### src/rtl/ultrasword_jonz9_if.sv
// User-tile pin bundle for the ultrasword_jonz9 UART: dedicated inputs/outputs and the
// bidirectional byte lane.
interface ultrasword_jonz9_if;
  logic       ena;
  logic [7:0] ui_in;
  logic [7:0] uo_out;
  logic [7:0] uio_in;
  logic [7:0] uio_out;
  logic [7:0] uio_oe;

  modport master (output ena, ui_in, uio_in, input uo_out, uio_out, uio_oe);
  modport slave  (input ena, ui_in, uio_in, output uo_out, uio_out, uio_oe);
endinterface

### src/rtl/ultrasword_jonz9.sv
// Full-duplex 8N1 UART in the user-tile pinout: TX byte from uio_in on a tx_start_n falling
// edge, last RX byte shown a nibble at a time on uo_out[7:4] beside the line and status flags.
module ultrasword_jonz9 #(
  parameter int unsigned CLKS_PER_BIT = 16
) (
  input logic          clk,
  input logic          rst,
  ultrasword_jonz9_if.slave io
);
  localparam int unsigned CNT_W = $clog2(CLKS_PER_BIT);
  localparam logic [CNT_W-1:0] CNT_LAST = CNT_W'(CLKS_PER_BIT - 1);
  localparam logic [CNT_W-1:0] CNT_HALF = CNT_W'(CLKS_PER_BIT / 2 - 1);

  typedef enum logic [1:0] {TX_IDLE, TX_START, TX_DATA, TX_STOP} tx_state_e;
  typedef enum logic [2:0] {RX_IDLE, RX_START, RX_DATA, RX_STOP, RX_WAIT_HIGH} rx_state_e;

  // Synchronizer lanes: [0] rx, [1] tx_start_n, [2] rx_ack_n
  logic [2:0] sync1_q, sync1_d, sync2_q, sync2_d;
  logic       start_prev_q, start_prev_d;

  tx_state_e        tx_state_q, tx_state_d;
  logic [CNT_W-1:0] tx_cnt_q, tx_cnt_d;
  logic [2:0]       tx_bit_q, tx_bit_d;
  logic [7:0]       tx_shift_q, tx_shift_d;
  logic             tx_q, tx_d, tx_busy_q, tx_busy_d;

  rx_state_e        rx_state_q, rx_state_d;
  logic [CNT_W-1:0] rx_cnt_q, rx_cnt_d;
  logic [2:0]       rx_bit_q, rx_bit_d;
  logic [7:0]       rx_shift_q, rx_shift_d, rx_data_q, rx_data_d;
  logic             rx_valid_q, rx_valid_d, rx_ferr_q, rx_ferr_d;

  logic rx_s, start_n_s, ack_n_s;
  logic unused_inputs;

  assign rx_s      = sync2_q[0];
  assign start_n_s = sync2_q[1];
  assign ack_n_s   = sync2_q[2];
  assign unused_inputs = ^{io.ena, io.ui_in[7:4]};

  always_comb begin
    sync1_d      = {io.ui_in[3], io.ui_in[1], io.ui_in[0]};
    sync2_d      = sync1_q;
    start_prev_d = start_n_s;

    tx_state_d = tx_state_q;
    tx_cnt_d   = tx_cnt_q;
    tx_bit_d   = tx_bit_q;
    tx_shift_d = tx_shift_q;
    tx_d       = tx_q;
    tx_busy_d  = tx_busy_q;
    unique case (tx_state_q)
      TX_IDLE: begin
        if (start_prev_q && !start_n_s) begin
          tx_shift_d = io.uio_in;
          tx_cnt_d   = '0;
          tx_d       = 1'b0;
          tx_busy_d  = 1'b1;
          tx_state_d = TX_START;
        end
      end
      TX_START: begin
        tx_cnt_d = tx_cnt_q + CNT_W'(1);
        if (tx_cnt_q == CNT_LAST) begin
          tx_cnt_d   = '0;
          tx_bit_d   = '0;
          tx_d       = tx_shift_q[0];
          tx_state_d = TX_DATA;
        end
      end
      TX_DATA: begin
        tx_cnt_d = tx_cnt_q + CNT_W'(1);
        if (tx_cnt_q == CNT_LAST) begin
          tx_cnt_d = '0;
          if (tx_bit_q == 3'd7) begin
            tx_d       = 1'b1;
            tx_state_d = TX_STOP;
          end else begin
            tx_bit_d   = tx_bit_q + 3'd1;
            tx_d       = tx_shift_q[1];
            tx_shift_d = {1'b0, tx_shift_q[7:1]};
          end
        end
      end
      TX_STOP: begin
        tx_cnt_d = tx_cnt_q + CNT_W'(1);
        if (tx_cnt_q == CNT_LAST) begin
          tx_busy_d  = 1'b0;
          tx_state_d = TX_IDLE;
        end
      end
      default: tx_state_d = TX_IDLE;
    endcase

    rx_state_d = rx_state_q;
    rx_cnt_d   = rx_cnt_q;
    rx_bit_d   = rx_bit_q;
    rx_shift_d = rx_shift_q;
    rx_data_d  = rx_data_q;
    rx_ferr_d  = rx_ferr_q;
    // Ack clears first so a same-cycle completed frame below wins
    rx_valid_d = ack_n_s ? rx_valid_q : 1'b0;
    unique case (rx_state_q)
      RX_IDLE: begin
        if (!rx_s) begin
          rx_cnt_d   = '0;
          rx_state_d = RX_START;
        end
      end
      RX_START: begin
        rx_cnt_d = rx_cnt_q + CNT_W'(1);
        if (rx_cnt_q == CNT_HALF) begin
          rx_cnt_d = '0;
          if (rx_s) begin
            rx_state_d = RX_IDLE;
          end else begin
            rx_ferr_d  = 1'b0;
            rx_valid_d = 1'b0;
            rx_bit_d   = '0;
            rx_state_d = RX_DATA;
          end
        end
      end
      RX_DATA: begin
        rx_cnt_d = rx_cnt_q + CNT_W'(1);
        if (rx_cnt_q == CNT_LAST) begin
          rx_cnt_d   = '0;
          rx_shift_d = {rx_s, rx_shift_q[7:1]};
          rx_bit_d   = rx_bit_q + 3'd1;
          if (rx_bit_q == 3'd7) rx_state_d = RX_STOP;
        end
      end
      RX_STOP: begin
        rx_cnt_d = rx_cnt_q + CNT_W'(1);
        if (rx_cnt_q == CNT_LAST) begin
          rx_cnt_d = '0;
          if (rx_s) begin
            rx_data_d  = rx_shift_q;
            rx_valid_d = 1'b1;
            rx_state_d = RX_IDLE;
          end else begin
            rx_ferr_d  = 1'b1;
            rx_state_d = RX_WAIT_HIGH;
          end
        end
      end
      RX_WAIT_HIGH: if (rx_s) rx_state_d = RX_IDLE;
      default: rx_state_d = RX_IDLE;
    endcase
  end

  always_ff @(posedge clk) begin
    if (rst) begin
      sync1_q      <= '1;
      sync2_q      <= '1;
      start_prev_q <= 1'b1;
      tx_state_q   <= TX_IDLE;
      tx_cnt_q     <= '0;
      tx_bit_q     <= '0;
      tx_shift_q   <= '0;
      tx_q         <= 1'b1;
      tx_busy_q    <= 1'b0;
      rx_state_q   <= RX_IDLE;
      rx_cnt_q     <= '0;
      rx_bit_q     <= '0;
      rx_shift_q   <= '0;
      rx_data_q    <= '0;
      rx_valid_q   <= 1'b0;
      rx_ferr_q    <= 1'b0;
    end else begin
      sync1_q      <= sync1_d;
      sync2_q      <= sync2_d;
      start_prev_q <= start_prev_d;
      tx_state_q   <= tx_state_d;
      tx_cnt_q     <= tx_cnt_d;
      tx_bit_q     <= tx_bit_d;
      tx_shift_q   <= tx_shift_d;
      tx_q         <= tx_d;
      tx_busy_q    <= tx_busy_d;
      rx_state_q   <= rx_state_d;
      rx_cnt_q     <= rx_cnt_d;
      rx_bit_q     <= rx_bit_d;
      rx_shift_q   <= rx_shift_d;
      rx_data_q    <= rx_data_d;
      rx_valid_q   <= rx_valid_d;
      rx_ferr_q    <= rx_ferr_d;
    end
  end

  assign io.uo_out  = {(io.ui_in[2] ? rx_data_q[3:0] : rx_data_q[7:4]),
                       rx_ferr_q, rx_valid_q, tx_busy_q, tx_q};
  assign io.uio_out = '0;
  assign io.uio_oe  = '0;
endmodule

### src/flat_wrapper.sv
// flat-port wrapper written by rule: the top's interface ports become plain ports
module ultrasword_jonz9_flat 
#(
  parameter int unsigned CLKS_PER_BIT = 16
)
  (clk, rst, io_ena, io_ui_in, io_uio_in, io_uo_out, io_uio_out, io_uio_oe);
  ultrasword_jonz9_if io_i ();
  input logic clk;
  input logic rst;
  input wire logic [$bits(io_i.ena)-1:0] io_ena;
  input wire logic [$bits(io_i.ui_in)-1:0] io_ui_in;
  input wire logic [$bits(io_i.uio_in)-1:0] io_uio_in;
  output wire logic [$bits(io_i.uo_out)-1:0] io_uo_out;
  output wire logic [$bits(io_i.uio_out)-1:0] io_uio_out;
  output wire logic [$bits(io_i.uio_oe)-1:0] io_uio_oe;
  assign io_i.ena = io_ena;
  assign io_i.ui_in = io_ui_in;
  assign io_i.uio_in = io_uio_in;
  assign io_uo_out = io_i.uo_out;
  assign io_uio_out = io_i.uio_out;
  assign io_uio_oe = io_i.uio_oe;
  ultrasword_jonz9 #(.CLKS_PER_BIT(CLKS_PER_BIT)) u_core (.clk(clk), .rst(rst), .io(io_i));
endmodule
### config.mk
export PLATFORM = sky130hd
export DESIGN_NAME = ultrasword_jonz9_flat
export DESIGN_NICKNAME = d
export VERILOG_FILES = /design/src/rtl/ultrasword_jonz9_if.sv /design/src/rtl/ultrasword_jonz9.sv /design/src/flat_wrapper.sv
export SDC_FILE = /design/constraint.sdc
export NUM_CORES = 1
export LEC_CHECK = 0
export BUFFER_PORTS_ARGS = -buffer_cell sky130_fd_sc_hd__clkbuf_2
export CAP_MARGIN = 20
export CORE_UTILIZATION = 50
export DETAILED_ROUTE_END_ITERATION = 8
export GPL_TIMING_DRIVEN = 0
export HOLD_SLACK_MARGIN = 0.05
export PLACE_DENSITY = 0.72
export SLEW_MARGIN = 20
export SYNTH_ARGS = -nofsm -noshare
export SYNTH_HDL_FRONTEND = slang
export SYNTH_SLANG_ARGS = --single-unit
export TNS_END_PERCENT = 10
### constraint.sdc
create_clock -name clk -period 2.3 [get_ports clk]
set_input_delay 0.69 -clock clk [delete_from_list [all_inputs] [get_ports clk]]
set_output_delay 0.69 -clock clk [all_outputs]
set_load 0.01 [all_outputs]
Yosys cells after proc, flatten, opt, wreduce, memory -nomap -nowiden
Index checks and enable logic that the tools add are counted.
- register bits after elaboration: 54
- bits of input ports: 19
- output and inout port bits: 24
- word-level logic and storage cells: 124
- add/sub/neg operators: 4
- equality and inequality tests: 26
- muxes and demuxes: 54
- reductions and logical operators: 24
- operators by type and width (operator ; number):
    2-to-1 mux 3 bit ; 13
    2-to-1 mux 4 bit ; 6
    2-to-1 mux 8 bit ; 3
    one-hot mux 4 bit (3 select lines) ; 2
    != test 2 x 1 -> 1 bit, second input constant ; 10
    one-hot mux 8 bit (2 select lines) ; 1
    AND reduction 4 bit ; 4
    2-to-1 mux 1 bit ; 15
    one-hot mux 3 bit (5 select lines) ; 1
    2-to-1 mux 2 bit ; 6
    one-hot mux 3 bit (2 select lines) ; 2
    AND reduction 5 bit ; 2
    nonzero test 2 bit ; 5
    == test 3 bit, second input constant ; 3
    adder 4 x 1 -> 4 bit, second input constant ; 2
    == test 4 bit, second input constant ; 2
    != test 2 bit, second input constant ; 4
    one-hot mux 2 bit (4 select lines) ; 1
    adder 3 x 1 -> 3 bit, second input constant ; 2
    == test 3 x 2 -> 1 bit, second input constant ; 2
    one-hot mux 1 bit (2 select lines) ; 3
    AND reduction 3 bit ; 2
    AND reduction 6 bit ; 1
    nonzero test 3 bit ; 2
    11 further kinds ; 14

Depth between registers and ports, before layout
- word-level depth: 4
- depth in mapped cells: 8

Worst setup path after synthesis
Ideal clock, no wire load.
- path type: reg2reg
- start: reg u_core.tx_state_q[0]
- end: reg u_core.tx_q
- setup time: 0.122 ns
- data arrival time: 1.711 ns
- required time: 2.178 ns
- path slack: 0.467 ns
- cell stages (with the launch flop): 8
- cell sequence: dfxtp_1 > inv_1 > ha_1 > buf_6 > or2_1 > a221oi_1 > nor2b_1 > a311o_1
- word-level cells in the longest chain between the ends: 3
- elaborated cells between the ends (all ways): 9
- ends and longest elaborated chain (what ; line ; RTL):
    start, declared ; ultrasword_jonz9.sv:21 ; tx_state_e tx_state_q, tx_state_d;
    start signal, assigned ; ultrasword_jonz9.sv:174 ; tx_state_q <= tx_state_d;
    == test 2 x 1 -> 1 bit, or another cell as far along ; ultrasword_jonz9.sv:52 ; unique case (tx_state_q)
    != test 2 x 1 -> 1 bit (no line) / nonzero test 3 bit (equally long branches) ; - ;
    AND reduction 4 bit (no line) ; - ;
    end signal, assigned ; ultrasword_jonz9.sv:178 ; tx_q <= tx_d;
    end, declared ; ultrasword_jonz9.sv:25 ; logic tx_q, tx_d, tx_busy_q, tx_busy_d;
Parallel ways exist; a longest one is shown, timed or not.
A chain may end at the register's enable or synchronous reset.

Worst setup path in the final report
Ends and elaborated chain as after synthesis.

==> run metrics <==
gr busiest metal met2; io pins 43; GRT Residual Overflow 0; fmax 499.1 MHz; top post-synthesis cells by area dfxtp_1 40%, mux2i_1 9.3%, buf_4 5.9%; I/O Buffers 21; CTS H-tree lvls 2; worst-path fanout max 9; post-CTS setup buffers 0; multi-input gate area in the final layout 1413 sq um; fin crit share slightly below 90%; DIE AREA 5675 sq um; cts-stage hold buffer count 0; clk_skew 4.354 ps; DP Wirelength 3585 um; pwr dens 793.6 nW/um^2; Mapped Area 2689 sq um; met2 Track Usage GR 32.14%; share of the synthesized area in the top cell type 40.20%; CP Data Required Time 2510 ps; Reg area 1081 sq um; grt met3 use 3.571%; clk root buf clkbuf_8; Crit. End Element flip-flop; RSZ-0062 raised after global routing false; crit path launch type flip-flop; row cnt 26; Setup Crit Path Kind reg2reg; via count 2,076; outcome completed; sequential area share after synthesis 40.20%; layout cell share with drive strength beyond 1 24.24%; met1 Usage GRT 24.46%; RD Place Congestion between 0.8 and 0.9; Worst Path Arrival 2210 ps; Layout Utilization 59.35%; Final Hold Viols 0; final setup violation count 0; worst slew pin tran between 600 and 700 ps; routed wire length 4944 um; P_leak 1.306 nW; Netlist cell types 53; Mapped Cells roughly 290; Die Ht 75.33 um; Nets 360; width of the chip between 70 and 80 um; ant diodes 0; CTS buffer count 5; FF+latch count, synth 54; Layout Area Growth over Synthesis 13.45%; Remaining DRCs 0; clock sink count 54; CTS tree yes; post-synth top area cell dfxtp_1; Clk pin slew, worst setup/hold paths 90 ps; CTS resizes 0; initial antenna violation count 0; Fin Setup TNS 0 ps; vias in the first global route 1,801; HP Class reg2reg; clk buf depth 2; Rel. slew slack 58.65%; fin crit period 2004 ps; max_cap viols 0; YS warnings 0; largest net degree at the start of global routing 18; worst vdd ir 0.5193 mV; Core ar. between 5000 and 6000 sq um; Starting Density 52.31%; GRT Total Usage 19.31%; first-pass GRT wire length 8190 um; Routed WL per cell 12.36 um; Post-Synthesis Mean Instance Area 9.402 sq um; DR pass1 iterations 4; post-route ant nets 0; DR iter-0 viols 76; clk_lat worst skew 310 ps; fin. max-slew vios 0; Avg Vias per Cell slightly above 5; Fillers 482
## registers in the layout (all words and copies together) (netlist names)
signal,count
u_core.sync1_q,3
u_core.rx_cnt_q,4
u_core.rx_bit_q,3
u_core.start_prev_q,1
u_core.tx_state_q,2
u_core.rx_state_q,3
u_core.tx_cnt_q,4
u_core.rx_valid_q,1
u_core.sync2_q,3
u_core.tx_q,1
u_core.tx_shift_q,8
u_core.rx_data_q,8
u_core.tx_bit_q,3
u_core.tx_busy_q,1
u_core.rx_ferr_q,1
u_core.rx_shift_q,8
## metrics by stage
step                      hold slack, ps  cell area (sq um)  setup slack, ps  instances  total power [mW]
final                              414.7               3050            296.3        400             2.421
after global routing               429.1               3050            176.6        400             2.580
after CTS                          416.6               3050            282.4        400             2.438
after detailed placement           392.3               2938            19.64        392             1.799
after global placement             391.9               2938            58.30        392             1.785
after floorplan                    389.5               2745            466.6        301             1.638
## layer usage
| metal | routed length [um] | vias up |
|---|---|---|
| met5 | 0 | - |
| met4 | 107 | 0 |
| met3 | 131 | 10 |
| met2 | 2272 | 28 |
| met1 | 2433 | 963 |
| li1 | - | 1075 |
## cell type report
class                   count  area share (%)
clock inverters             3           1.436
multi-input cells         207           46.31
plain buffers              35           7.629
well taps                  70           2.871
inverters                   5          0.6153
clock buffers               5           2.256
flip-flops and latches     54           35.44
repair buffers             21           3.445
## cell families (layout without fill, tap and decap cells)
kind of cell             after synthesis  count (layout)  synth area share [%]
buffers and inverters                 40              69                 9.353
AO/OA/AOI/OAI                         59              59                 15.17
flip-flops                            54              54                 40.20
multiplexers                          29              29                 10.98
AND/OR/NAND/NOR                       90              90                 18.24
XOR/XNOR                               1               1                0.3258
adder cells (fa/ha/maj)               12              12                 5.584
other                                  1              16                0.1395
## where the power goes
group / total (mW) / switching (mW) / internal (mW)
Sequential: 1.05 / 0.0473 / 1.01
Clock: 0.642 / 0.316 / 0.326
Combinational: 0.726 / 0.408 / 0.318
Total: 2.42 / 0.771 / 1.65
## final timing paths
kind / from / slack (ps) / end / cells past startpoint
setup / recovery: u_core.tx_state_q[0] / 300 / u_core.tx_q / 7
hold / removal: u_core.sync1_q[2] / 410 / u_core.sync2_q[2] / 1
setup reg to reg: u_core.tx_state_q[0] / 300 / u_core.tx_q / 7
hold reg to reg: u_core.sync1_q[2] / 410 / u_core.sync2_q[2] / 1
## critical path, stage by stage, from the launching register on
cell and delay, ps:
dfxtp_1 400, inv_1 120, ha_1 220, buf_6 140, or2_1 240, a221oi_1 380
nor2b_1 90, a311o_1 320
## synth_stat cells (all sizes together)
cell type / n
dfxtp: 54
buf: 28
nor2: 27
mux2i: 25
a21oi: 23
nand2: 16
ha: 12
or2: 11
a311oi: 7
clkbuf: 7
nand3: 7
nand2b: 6
o21ai: 6
inv: 5
mux2: 4
nand3b: 4
a211oi: 3
a31oi: 3
and2: 3
and3: 3
a2111oi: 2
a2bb2oi: 2
a311o: 2
a31o: 2
a41oi: 2
nand4: 2
nor3b: 2
o22ai: 2
or4b: 2
a21o: 1
a221oi: 1
a22oi: 1
and3b: 1
conb: 1
nand4b: 1
nor2b: 1
nor3: 1
nor4b: 1
o21bai: 1
o311ai: 1
or3: 1
or4: 1
xnor2: 1
## layout by cell type (no fill, tap or decap), types with 2 or more instances in the layout
master      n
a2111oi_0   2
a211oi_1    3
a21oi_1    22
a2bb2oi_1   2
a311o_1     2
a311oi_1    7
a31o_2      2
a31oi_1     3
a41oi_1     2
and2_1      2
and3_1      3
buf_2       5
buf_4      21
buf_6       2
clkbuf_1    6
clkbuf_2   22
clkbuf_8    5
conb_1     16
dfxtp_1    54
ha_1       12
inv_1       5
mux2_2      4
mux2i_1    25
nand2_1    16
nand2b_1    5
nand3_1     7
nand3b_1    4
nand4_1     2
nor2_1     26
nor3b_1     2
o21ai_0     6
or2_2      10
No activity file was read; power rests on OpenSTA's default activity.
